### src/rtl/if_id_pipe_pkg.sv
// Shared ISA definitions for the IF/ID pipeline latch: datapath width,
// opcode constants, the bubble encoding and the latch control-bit bundle.
package if_id_pipe_pkg;

    localparam int          WIDTH     = 16;
    localparam logic [4:0]  HALT_OPC  = 5'b00000;
    localparam logic [4:0]  NOP_OPC   = 5'b00001;
    localparam logic [15:0] NOP_INSTR = {NOP_OPC, 11'b0};

    // Control bits carried alongside the instruction through IF/ID.
    typedef struct packed {
        logic valid;
        logic err;
        logic halt;
    } ctrl_t;

endpackage

### src/rtl/if_id_pipe_if.sv
// Fetch-to-decode bus of the IF/ID latch.
// master: the fetch stage and hazard unit. It drives if_* and stall/flush,
//         and it observes id_* and fetch_halt.
// slave : the latch. It drives id_* and fetch_halt.
// There is no handshake. stall holds the latch and flush squashes it, both
// sampled on the rising clock edge. if_valid marks a real fetch, and id_valid
// marks a real, non-squashed instruction in ID.
interface if_id_pipe_if #(
    parameter int WIDTH = if_id_pipe_pkg::WIDTH
);
    logic [WIDTH-1:0] if_instr;
    logic [WIDTH-1:0] if_pc2;
    logic             if_valid;
    logic             if_err;
    logic             stall;
    logic             flush;
    logic [WIDTH-1:0] id_instr;
    logic [WIDTH-1:0] id_pc2;
    logic             id_valid;
    logic             id_err;
    logic             fetch_halt;

    modport master (
        output if_instr, if_pc2, if_valid, if_err, stall, flush,
        input  id_instr, id_pc2, id_valid, id_err, fetch_halt
    );

    modport slave (
        input  if_instr, if_pc2, if_valid, if_err, stall, flush,
        output id_instr, id_pc2, id_valid, id_err, fetch_halt
    );
endinterface

### src/rtl/if_id_pipe_reg_en_nb.sv
// Generic enable register with asynchronous active-low reset to RESET_VAL.
module reg_en_nb #(
    parameter int               WIDTH     = 16,
    parameter logic [WIDTH-1:0] RESET_VAL = '0
) (
    input  logic             clk,
    input  logic             rst_n,
    input  logic             en,
    input  logic [WIDTH-1:0] d,
    output logic [WIDTH-1:0] q
);

    // Load d when enabled. Otherwise hold the current value.
    always_ff @(posedge clk or negedge rst_n) begin
        if (!rst_n) begin
            q <= RESET_VAL;
        end else if (en) begin
            q <= d;
        end
    end

endmodule

### src/rtl/if_id_pipe.sv
// IF/ID pipeline latch. It captures the fetched instruction, PC+2 and the
// fetch error, and presents them to decode one cycle later.
// Priority per edge: flush > stall > halted (bubble) > normal load.
// fetch_halt is sticky once a valid HALT is loaded. Only flush or reset
// clears it.
module if_id_pipe
    import if_id_pipe_pkg::*;
#(
    parameter int               WIDTH     = if_id_pipe_pkg::WIDTH,
    parameter logic [WIDTH-1:0] NOP_INSTR = if_id_pipe_pkg::NOP_INSTR,
    parameter logic [4:0]       HALT_OPC  = if_id_pipe_pkg::HALT_OPC
) (
    input logic         clk,
    input logic         rst_n,
    if_id_pipe_if.slave bus
);

    logic [WIDTH-1:0] instr_d, instr_q;
    logic [WIDTH-1:0] pc2_d, pc2_q;
    ctrl_t            ctrl_d, ctrl_q;
    logic             load_en;

    // Stall freezes every register, fetch_halt included. Flush overrides stall.
    assign load_en = bus.flush | ~bus.stall;

    // Select the next latch contents by priority.
    always_comb begin
        instr_d      = NOP_INSTR;
        pc2_d        = '0;
        ctrl_d.valid = 1'b0;
        ctrl_d.err   = 1'b0;
        ctrl_d.halt  = 1'b0;
        if (bus.flush) begin
            // Squash: bubble, and any halt from a mispredicted path is cancelled.
            ctrl_d.halt = 1'b0;
        end else if (ctrl_q.halt) begin
            // Halted: keep inserting bubbles so nothing past HALT enters decode.
            ctrl_d.halt = 1'b1;
        end else begin
            instr_d      = bus.if_valid ? bus.if_instr : NOP_INSTR;
            pc2_d        = bus.if_pc2;
            ctrl_d.valid = bus.if_valid;
            ctrl_d.err   = bus.if_valid & bus.if_err;
            ctrl_d.halt  = bus.if_valid && (bus.if_instr[WIDTH-1 -: 5] == HALT_OPC);
        end
    end

    reg_en_nb #(.WIDTH(WIDTH), .RESET_VAL(NOP_INSTR)) u_instr_reg (
        .clk   (clk),
        .rst_n (rst_n),
        .en    (load_en),
        .d     (instr_d),
        .q     (instr_q)
    );

    reg_en_nb #(.WIDTH(WIDTH), .RESET_VAL('0)) u_pc2_reg (
        .clk   (clk),
        .rst_n (rst_n),
        .en    (load_en),
        .d     (pc2_d),
        .q     (pc2_q)
    );

    reg_en_nb #(.WIDTH(3), .RESET_VAL(3'b000)) u_ctrl_reg (
        .clk   (clk),
        .rst_n (rst_n),
        .en    (load_en),
        .d     (ctrl_d),
        .q     (ctrl_q)
    );

    assign bus.id_instr   = instr_q;
    assign bus.id_pc2     = pc2_q;
    assign bus.id_valid   = ctrl_q.valid;
    assign bus.id_err     = ctrl_q.err;
    assign bus.fetch_halt = ctrl_q.halt;

endmodule

### src/flat_wrapper.sv
// flat-port wrapper written by rule: the top's interface ports become plain ports
module if_id_pipe_flat import if_id_pipe_pkg::*;
#(
    parameter int               WIDTH     = if_id_pipe_pkg::WIDTH,
    parameter logic [WIDTH-1:0] NOP_INSTR = if_id_pipe_pkg::NOP_INSTR,
    parameter logic [4:0]       HALT_OPC  = if_id_pipe_pkg::HALT_OPC
)
  (clk, rst_n, bus_if_instr, bus_if_pc2, bus_if_valid, bus_if_err, bus_stall, bus_flush, bus_id_instr, bus_id_pc2, bus_id_valid, bus_id_err, bus_fetch_halt);
  if_id_pipe_if #(.WIDTH(WIDTH)) bus_i ();
  input logic clk;
  input logic rst_n;
  input wire logic [$bits(bus_i.if_instr)-1:0] bus_if_instr;
  input wire logic [$bits(bus_i.if_pc2)-1:0] bus_if_pc2;
  input wire logic [$bits(bus_i.if_valid)-1:0] bus_if_valid;
  input wire logic [$bits(bus_i.if_err)-1:0] bus_if_err;
  input wire logic [$bits(bus_i.stall)-1:0] bus_stall;
  input wire logic [$bits(bus_i.flush)-1:0] bus_flush;
  output wire logic [$bits(bus_i.id_instr)-1:0] bus_id_instr;
  output wire logic [$bits(bus_i.id_pc2)-1:0] bus_id_pc2;
  output wire logic [$bits(bus_i.id_valid)-1:0] bus_id_valid;
  output wire logic [$bits(bus_i.id_err)-1:0] bus_id_err;
  output wire logic [$bits(bus_i.fetch_halt)-1:0] bus_fetch_halt;
  assign bus_i.if_instr = bus_if_instr;
  assign bus_i.if_pc2 = bus_if_pc2;
  assign bus_i.if_valid = bus_if_valid;
  assign bus_i.if_err = bus_if_err;
  assign bus_i.stall = bus_stall;
  assign bus_i.flush = bus_flush;
  assign bus_id_instr = bus_i.id_instr;
  assign bus_id_pc2 = bus_i.id_pc2;
  assign bus_id_valid = bus_i.id_valid;
  assign bus_id_err = bus_i.id_err;
  assign bus_fetch_halt = bus_i.fetch_halt;
  if_id_pipe #(.WIDTH(WIDTH), .NOP_INSTR(NOP_INSTR), .HALT_OPC(HALT_OPC)) u_core (.clk(clk), .rst_n(rst_n), .bus(bus_i));
endmodule
### config.mk
export PLATFORM = sky130hd
export DESIGN_NAME = if_id_pipe_flat
export DESIGN_NICKNAME = d
export VERILOG_FILES = /design/src/rtl/if_id_pipe_pkg.sv /design/src/rtl/if_id_pipe_if.sv /design/src/rtl/if_id_pipe_reg_en_nb.sv /design/src/rtl/if_id_pipe.sv /design/src/flat_wrapper.sv
export SDC_FILE = /design/constraint.sdc
export NUM_CORES = 1
export LEC_CHECK = 0
export CAP_MARGIN = 20
export CORE_ASPECT_RATIO = 1.1
export CORE_MARGIN = 1.5
export CORE_UTILIZATION = 55
export CTS_CLUSTER_SIZE = 25
export DETAILED_ROUTE_END_ITERATION = 12
export DONT_BUFFER_PORTS = 1
export PLACE_DENSITY = 0.8
export SLEW_MARGIN = 20
export SYNTH_ARGS = -nofsm -noshare
export SYNTH_HDL_FRONTEND = slang
export SYNTH_SLANG_ARGS = --single-unit
### constraint.sdc
create_clock -name clk -period 2.7 [get_ports clk]
set_input_delay 0.27 -clock clk [delete_from_list [all_inputs] [get_ports clk]]
set_output_delay 0.27 -clock clk [all_outputs]
set_load 0.02 [all_outputs]
* After elaboration in Yosys (flattened, before gate mapping) *
Index checks and enable logic that the tools add are counted.

word-level totals
  output and inout bits = 35
  bits of input ports = 38
  register bits after elaboration = 35
  word-level logic and storage cells = 17

operators by class
  bitwise operators = 3
  reductions and logical operators = 2
  muxes and demuxes = 9

operators by type and width
  cell               count
  2-to-1 mux 16 bit  5
  logical NOT 5 bit  1
  2-to-1 mux 2 bit   2
  2-to-1 mux 1 bit   2
  AND 1 bit          1
  logical AND 1 bit  1
  NOT 1 bit          1
  bitwise OR 1 bit   1

* Logic depth before layout (Yosys ltp) *
Gate-level depths: netlist of run 1.

  word-level depth = 4
  gate-level depth with buffers = 4
  mapped depth without buffers = 2

* Cells and area by module *
A second synthesis of run 1 with hierarchy kept.

unflattened totals
  cell total of the unflattened synthesis = 117
  area total of the unflattened synthesis = 1690.4 sq um

modules (own cells, without submodules)
  module                          seq. area each (sq um)  times used  area each (sq um)  cells an instance
  reg_en_nb (u_core.u_instr_reg)  401.6                   1           650.6              34
  reg_en_nb (u_core.u_pc2_reg)    400.4                   1           649.4              34
  if_id_pipe                      0.0                     1           281.5              43
  reg_en_nb (u_core.u_ctrl_reg)   75.1                    1           108.9              6

* Worst setup path before layout of run 1 *
Ideal clock, no wire load.

  path type = flip-flop to flip-flop
  from = register u_core.u_ctrl_reg.q[0]
  to = register u_core.u_instr_reg.q[10]
  setup time = 0.066 ns
  buffers on the path = 1
  setup slack = 1.368 ns
  arrival = 1.266 ns
  period minus slack after synthesis = 1.332 ns
  required time = 2.634 ns
  cell stages (with the launch flop) = 4
  path through = dfrtp_1 > nor4b_4 > buf_6 > a22o_1

between the ends
  longest elaborated chain between the ends = 2

ends and longest elaborated chain
  item                    RTL line                    text
  start, declared         if_id_pipe_reg_en_nb.sv:10  output logic [WIDTH-1:0] q
  start signal, assigned  if_id_pipe_reg_en_nb.sv:16  q <= RESET_VAL;
  start signal, assigned  if_id_pipe_reg_en_nb.sv:18  q <= d;
  2-to-1 mux 16 bit       if_id_pipe.sv:36            end else if (ctrl_q.halt) begin
  2-to-1 mux 16 bit       if_id_pipe.sv:33            if (bus.flush) begin
  end signal, assigned    if_id_pipe_reg_en_nb.sv:16
  end signal, assigned    if_id_pipe_reg_en_nb.sv:18
  end, declared           if_id_pipe_reg_en_nb.sv:10

Every way passes these cells.
A chain may end at the register's enable or synchronous reset.

* Worst setup path after layout of run 1 *
  from = register u_core.u_ctrl_reg.q[0]
  to = register u_core.u_instr_reg.q[9]

The elaborated chain is that of the path after synthesis.

==> results of run 1 <==
per-stage QoR:
stage	hold WS, ns	worst slack [ns]	utilization	power, mW	cell area (um^2)
after floorplan	-0.02559	1.368	-	0.6406	1284
after global placement	-0.02489	1.086	0.5842	0.6485	1303
after detailed placement	-0.02494	1.007	0.5842	0.6521	1303
after CTS	0.01614	0.9723	0.6229	0.9496	1389
after global routing	0.01023	0.9000	0.6229	0.9784	1389
final	0.02711	1.012	0.6229	0.9386	1389
worst max-delay path: cells and delay by family, from the launching register on:
family,cells,cell delay (ns)
simple gates,1,0.85
flops,1,0.52
compound gates,1,0.25
timing repair:
action	in CTS	in global routing
setup endpoints to repair	0	0
hold endpoints to repair	35	0
hold buffers	2	0
resized for setup	0	0
worst max path at each step:
stage | from | end | slack (ns) | cells past startpoint
2_1_floorplan | u_core.u_ctrl_reg.q[0] | u_core.u_instr_reg.q[10] | 1.37 | 3
3_3_place_gp | u_core.u_ctrl_reg.q[0] | u_core.u_instr_reg.q[7] | 1.09 | 2
3_5_place_dp | u_core.u_ctrl_reg.q[0] | u_core.u_instr_reg.q[9] | 1.01 | 2
4_1_cts | u_core.u_ctrl_reg.q[0] | u_core.u_instr_reg.q[9] | 0.97 | 2
5_1_grt | u_core.u_ctrl_reg.q[0] | u_core.u_instr_reg.q[9] | 0.90 | 2
6_report | u_core.u_ctrl_reg.q[0] | u_core.u_instr_reg.q[9] | 1.01 | 2
power by group through the flow:
| stage | sequential, mW | combinational (mW) | clock [mW] |
|---|---|---|---|
| 5_1_grt | 0.600 | 0.0647 | 0.313 |
| 6_report | 0.597 | 0.0576 | 0.284 |
| 3_5_place_dp | 0.608 | 0.0443 | 0 |
| 3_3_place_gp | 0.607 | 0.0415 | 0 |
| 4_1_cts | 0.598 | 0.0591 | 0.293 |
| 2_1_floorplan | 0.602 | 0.0385 | 0 |
flip-flops by register name, summed over array words and instances (netlist names):
name and cells:
u_core.u_instr_reg.q 16, u_core.u_pc2_reg.q 16, u_core.u_ctrl_reg.q 3
cells in the final DEF, fill, tap and decap left out:
master         instances
clkinv_2               1
or4_1                  1
dfstp_2                1
nor2b_2                1
clkbuf_4               5
dlygate4sd3_1          1
a22oi_1                1
o22ai_1                1
nor4b_4                1
dfrtp_1               34
nor3_2                 1
a22o_1                32
or4b_2                 1
buf_12                 1
clkbuf_8               1
a21o_1                 1
inv_1                  3
buf_4                  2
kinds of logic after synthesis:
| logic type | Yosys count |
|---|---|
| compound gates | 35 |
| buf+inv | 9 |
| flops | 35 |
| simple gates | 5 |
per-layer routing:
layer | vias up | global-route usage
met3 | 6 | 0.1167
li1 | 334 | -
met1 | 394 | 0.2560
met4 | 0 | 0.09524
met5 | - | 0
met2 | 41 | 0.2973
layout make-up:
type / count / area [um^2] / area share
Clock buffer: 6 / 51.30 / 0.03694
Clock inverter: 1 / 5.005 / 0.003604
Inverter: 3 / 11.26 / 0.008108
Multi-Input combinational cell: 40 / 361.6 / 0.2604
Sequential cell: 35 / 877.1 / 0.6315
Tap cell: 30 / 37.54 / 0.02703
Timing Repair Buffer: 4 / 45.04 / 0.03243
==> flow_metrics.env, run 1 <==
export IMPL_p_per_area_nw_per_um2=675.8
export IMPL_cp_end_kind="register"
export IMPL_antenna_found_initial=0
export IMPL_clkPwrFrac=0.302
export IMPL_synth_xor_area_frac=0
export IMPL_finalClockSkew_ns=0.004018
export IMPL_wl_met1_um=1103
export IMPL_synth_compound_area_frac=0.2349
export IMPL_rows=18
export IMPL_leakage_nw=0.6868
export IMPL_synthAdderAreaFrac=0
export IMPL_place_congestion=0.7041
export IMPL_synthCells=84
export IMPL_fin_crit_sh=0.6250
export IMPL_grt_pass1_vias=749
export IMPL_synthArstFlopShare=1.000
export IMPL_die_w_um=49.07
export IMPL_worstPathArrival_ns=1.95
export IMPL_worst_setup_path_start_kind="register"
export IMPL_detail_route_wl_per_cell_um=21.99
export IMPL_postRouteAntennaNets=0
export IMPL_min_to="u_core.u_ctrl_reg.q[0]"
export IMPL_rsz0062_at_grt="false"
export IMPL_ys_seq_area_frac=0.6832
export IMPL_die_area_um2=2633
export IMPL_top_layer="met4"
export IMPL_dp_hpwl_um=1776
export IMPL_yosysMostFrequentCell="dfrtp_1"
export IMPL_min_period_ns=1.688
export IMPL_ios=73
export IMPL_synth_area_leader_cell="dfrtp_1"
export IMPL_status="finished, final reports clean"
export IMPL_syn_avg_cell_area_um2=15.28
export IMPL_synthTopCellsByArea="dfrtp_1 (66%), a22o_1 (22%), dfstp_2 (2.0%), buf_2 (1.9%), nor4b_4 (1.9%)"
export IMPL_worstHoldStart="bus_flush"
export IMPL_dr_wl_met2_um=1231
export IMPL_drt_initial_drc_count=17
export IMPL_cts_tree="yes"
export IMPL_drive_above_1_share=0.1685
export IMPL_clk_pin_slew_worst_paths_ns=0.10
export IMPL_place_inst=110
export IMPL_coreArea_um2=2230
export IMPL_area_growth_pct=8.187
export IMPL_layout_nets=127
export IMPL_worstPathRequired_ns=2.96
export IMPL_critPathSlowestCell="nor4b_4"
export IMPL_reg2reg_from="u_core.u_ctrl_reg.q[0]"
export IMPL_setup_viol=0
export IMPL_hp_class="primary input to register"
export IMPL_final_max_slew_viol_count=0
export IMPL_drc_errors=0
export IMPL_ir_drop_mv=0.4658
export IMPL_max_freq_mhz=592.6
export IMPL_num_vias=775
export IMPL_grt_max_degree=36
export IMPL_fill_cells=167
export IMPL_max_cap_violations=0
export IMPL_post_cts_buffers=0
export IMPL_clockBufferDepth=2
export IMPL_p_switching_mw=0.2431
export IMPL_synthMuxAreaShare=0
export IMPL_overflow=0
export IMPL_synth_top_family_by_area="compound AO/OA/AOI/OAI gates"
export IMPL_vias_per_cell=6.513
export IMPL_track_usage=0.2075
export IMPL_syn_nets=122
export IMPL_crit_chain="nor4b_4 > a22o_1"
export IMPL_intPower_mw=0.6954
export IMPL_wl_um=2617
export IMPL_fp_dieH_um=53.67
export IMPL_root_buffer="clkbuf_4"
export IMPL_cp_max_fo=18
export IMPL_clk_latency_ns=0.33
export IMPL_tritoncts_num_buffers=5
export IMPL_hold_violations=0
export IMPL_combPwrFrac=0.061
export IMPL_clkSinkCount=35
export IMPL_relSlewSlack=0.4072
export IMPL_seqPwrFrac=0.636
export IMPL_worst_slew_pin_transition_ns=0.8854
export IMPL_holdPathStages=1
export IMPL_slowest_delay_ns=0.85
export IMPL_ys_seq_elements=35
export IMPL_synth_main_ff_cell="dfrtp_1"
export IMPL_synthSimpleGateAreaFrac=0.04483
export IMPL_synthDistinctLibCells=14
export IMPL_criticalPathCategory="register to register"
export IMPL_r2r_end="u_core.u_instr_reg.q[9]"
export IMPL_final_cell_count_no_fill=119
export IMPL_firstDrtPassIters=4
export IMPL_finalSetupTns_ns=0
export IMPL_syn_area_um2=1284
export IMPL_yosysWarnings=0
export IMPL_antenna_cells=0
export IMPL_synth_common_cells="dfrtp_1 (34), a22o_1 (32), buf_2 (5), inv_1 (3)"
export IMPL_rrSetupSlack_ns=1.01
export IMPL_start_util=0.5758
export IMPL_p_sw_frac=0.2590
export IMPL_port_buffers=0
export IMPL_synth_edf_count=0
export IMPL_wl_met3_um=241
export IMPL_grt_pass1_wl_um=3898
export IMPL_netlist_area_leader_share=0.6628
export IMPL_h_tree_depth=2
export IMPL_rr_worst_depth=2
Power figures use the tool's default switching activity.
==> run 2, diff against run 1 <==
--- a/config.mk
+++ b/config.mk
@@ -5,6 +5,7 @@
 export SDC_FILE = /design/constraint.sdc
 export NUM_CORES = 1
 export LEC_CHECK = 0
+export ABC_AREA = 1
 export CAP_MARGIN = 20
 export CORE_ASPECT_RATIO = 1.1
 export CORE_MARGIN = 1.5
@@ -12,7 +13,7 @@
 export CTS_CLUSTER_SIZE = 25
 export DETAILED_ROUTE_END_ITERATION = 12
 export DONT_BUFFER_PORTS = 1
-export PLACE_DENSITY = 0.8
+export PLACE_DENSITY = 0.83
 export SLEW_MARGIN = 20
 export SYNTH_ARGS = -nofsm -noshare
 export SYNTH_HDL_FRONTEND = slang
==> constraint.sdc (replaced) <==
create_clock -name clk -period 1.4 [get_ports clk]
set_input_delay 0.14 -clock clk [delete_from_list [all_inputs] [get_ports clk]]
set_output_delay 0.14 -clock clk [all_outputs]
set_load 0.02 [all_outputs]
==> flow_metrics.env, run 2 <==
export IMPL_hp_class="primary input to register"
export IMPL_antenna_found_initial=0
export IMPL_final_cell_mix="nand3_1 (62), dlygate4sd3_1 (36), nand2_1 (35)"
export IMPL_worstPathArrival_ns=1.54
export IMPL_dp_hpwl_um=2189
export IMPL_firstDrtPassIters=4
export IMPL_h_tree_depth=2
export IMPL_final_common_cell="nand3_1"
export IMPL_cp_end_kind="register"
export IMPL_ios=73
export IMPL_syn_nets=201
export IMPL_num_vias=1342
export IMPL_rows=19
export IMPL_post_cts_buffers=0
export IMPL_synth_area_leader_cell="dfrtp_1"
export IMPL_track_usage=0.2811
export IMPL_fill_cells=177
export IMPL_antenna_cells=0
export IMPL_synthCells=163
export IMPL_final_cell_count_no_fill=230
export IMPL_worst_setup_path_start_kind="register"
export IMPL_cp_max_fo=16
export IMPL_die_area_um2=3103
export IMPL_synthDistinctLibCells=18
export IMPL_start_util=0.5950
export IMPL_netlist_area_leader_share=0.5569
export IMPL_setup_viol=0
export IMPL_synth_edf_count=0
export IMPL_yosysMostFrequentCell="nand3_1"
export IMPL_fin_crit_sh=0.9130
export IMPL_ys_seq_area_frac=0.5741
export IMPL_clkSinkCount=35
export IMPL_clk_pin_slew_worst_paths_ns=0.10
export IMPL_finalSetupTns_ns=0
export IMPL_drc_errors=0
export IMPL_place_inst=184
export IMPL_coreArea_um2=2567
export IMPL_rrSetupSlack_ns=0.12
export IMPL_relSlewSlack=0.6282
export IMPL_cts_tree="yes"
export IMPL_vias_per_cell=5.835
export IMPL_grt_max_degree=36
export IMPL_drive_above_1_share=0.1156
export IMPL_synth_common_cells="nand3_1 (62), nand2_1 (35), dfrtp_1 (34), buf_2 (7), inv_1 (7)"
export IMPL_place_congestion=0.7061
export IMPL_tritoncts_num_buffers=5
export IMPL_worst_slew_pin_transition_ns=0.5568
export IMPL_rsz0062_at_grt="false"
export IMPL_final_core_util=0.7661
export IMPL_ir_drop_mv=0.9442
export IMPL_finalClockSkew_ns=0.007792
export IMPL_status="finished, final reports clean"
export IMPL_grt_pass1_vias=1403
export IMPL_drt_initial_drc_count=51
export IMPL_max_freq_mhz=782.3
export IMPL_clockBufferDepth=2
export IMPL_detail_route_wl_per_cell_um=17.77
export IMPL_fp_dieH_um=58.28
export IMPL_layout_nets=236
export IMPL_postRouteAntennaNets=0
export IMPL_worst_hold_slack_ns=0.01980
export IMPL_p_per_area_nw_per_um2=1025
export IMPL_final_max_slew_viol_count=0
export IMPL_hold_violations=0
export IMPL_area_growth_pct=28.75
export IMPL_yosysWarnings=0
export IMPL_syn_area_um2=1528
export IMPL_min_period_ns=1.278
export IMPL_die_w_um=53.25
export IMPL_top_regs="u_core.u_instr_reg.q x16, u_core.u_pc2_reg.q x16, u_core.u_ctrl_reg.q x3"
export IMPL_wl_um=4087
export IMPL_worstPathRequired_ns=1.66
export IMPL_leakage_nw=1.015
export IMPL_clk_latency_ns=0.33
export IMPL_synthTopCellsByArea="dfrtp_1 (56%), nand3_1 (20%), nand2_1 (8.6%), buf_2 (2.3%), buf_6 (2.2%)"
export IMPL_placed_area_um2=1498
export IMPL_synth_main_ff_cell="dfrtp_1"
export IMPL_criticalPathCategory="register to register"
export IMPL_ys_seq_elements=35
export IMPL_max_cap_violations=0
export IMPL_root_buffer="clkbuf_4"
export IMPL_synthArstFlopShare=1.000
export IMPL_grt_pass1_wl_um=6196
export IMPL_overflow=0
export IMPL_port_buffers=0
export IMPL_syn_avg_cell_area_um2=9.372
export IMPL_finalInstanceArea_um2=1967
run 2: cell types whose count changed after synthesis, sizes merged, moves of 3 or more:
cell,before,now
a22o,32,0
buf,6,12
inv,3,9
nand2,0,36
nand3,0,62
nor2,0,4
o21ai,0,3
run 2: worst paths after layout:
kind                                             to  cells past startpoint                     start
setup / recovery              u_core.u_pc2_reg.q[1]                      4    u_core.u_ctrl_reg.q[0]
max in group asynchronous  u_core.u_instr_reg.q[11]                      2                     rst_n
hold / removal             u_core.u_instr_reg.q[11]                      3                 bus_stall
min in group asynchronous     u_core.u_pc2_reg.q[7]                      2                     rst_n
hold reg to reg            u_core.u_instr_reg.q[11]                      2  u_core.u_instr_reg.q[11]
setup reg to reg              u_core.u_pc2_reg.q[1]                      4    u_core.u_ctrl_reg.q[0]
run 2: metrics by stage:
stage | total power, mW | setup WS, ns
after detailed placement | 1.284 | 0.2081
after floorplan | 1.282 | 0.3706
after global routing | 2.119 | 0.07180
final | 2.016 | 0.1218
after global placement | 1.275 | 0.2684
after CTS | 2.013 | 0.03939
run 2: where the power goes:
part,switching (mW),internal [mW],total (mW)
registers,0.0944,1.06,1.15
logic,0.135,0.116,0.252
clock network,0.317,0.296,0.613
run 2: timing repair:
action,CTS,global route
hold endpoints to repair,70,1
hold buffers,38,1
gates resized for setup,0,2
endpoints found under the setup margin,0,1
run 2: critical path, cell delays in order (launching register included):
cell and delay (ns):
dfrtp_1 0.49, nor2_2 0.25, buf_4 0.25, nand3_1 0.11
nand2_1 0.10
run 2: routing by layer:
layer	share of wire	track usage	wire length, um	vias to the layer above
met1	0.38	0.2887	1547	652
met5	0	0	0	-
met2	0.53	0.5079	2178	66
met4	0.025	0.1209	101	0
met3	0.064	0.09021	261	13
li1	-	-	-	611
run 2: kinds of logic (layout without fill, tap and decap cells):
kind of cell / after synthesis / after routing / share of synthesized area
simple gates: 102 / 102 / 0.3186
flops: 35 / 35 / 0.5741
buf+inv: 21 / 57 / 0.07862
compound gates: 5 / 5 / 0.02866
run 2: final cells by class:
| cell class | instances | area [um^2] | area share |
|---|---|---|---|
| multi-input cells | 107 | 530.5 | 0.2697 |
| flip-flops and latches | 35 | 877.1 | 0.4459 |
| inverters | 9 | 36.28 | 0.01845 |
| clock buffers | 8 | 68.82 | 0.03499 |
| repair buffers | 40 | 415.4 | 0.2112 |
| well taps | 31 | 38.79 | 0.01972 |
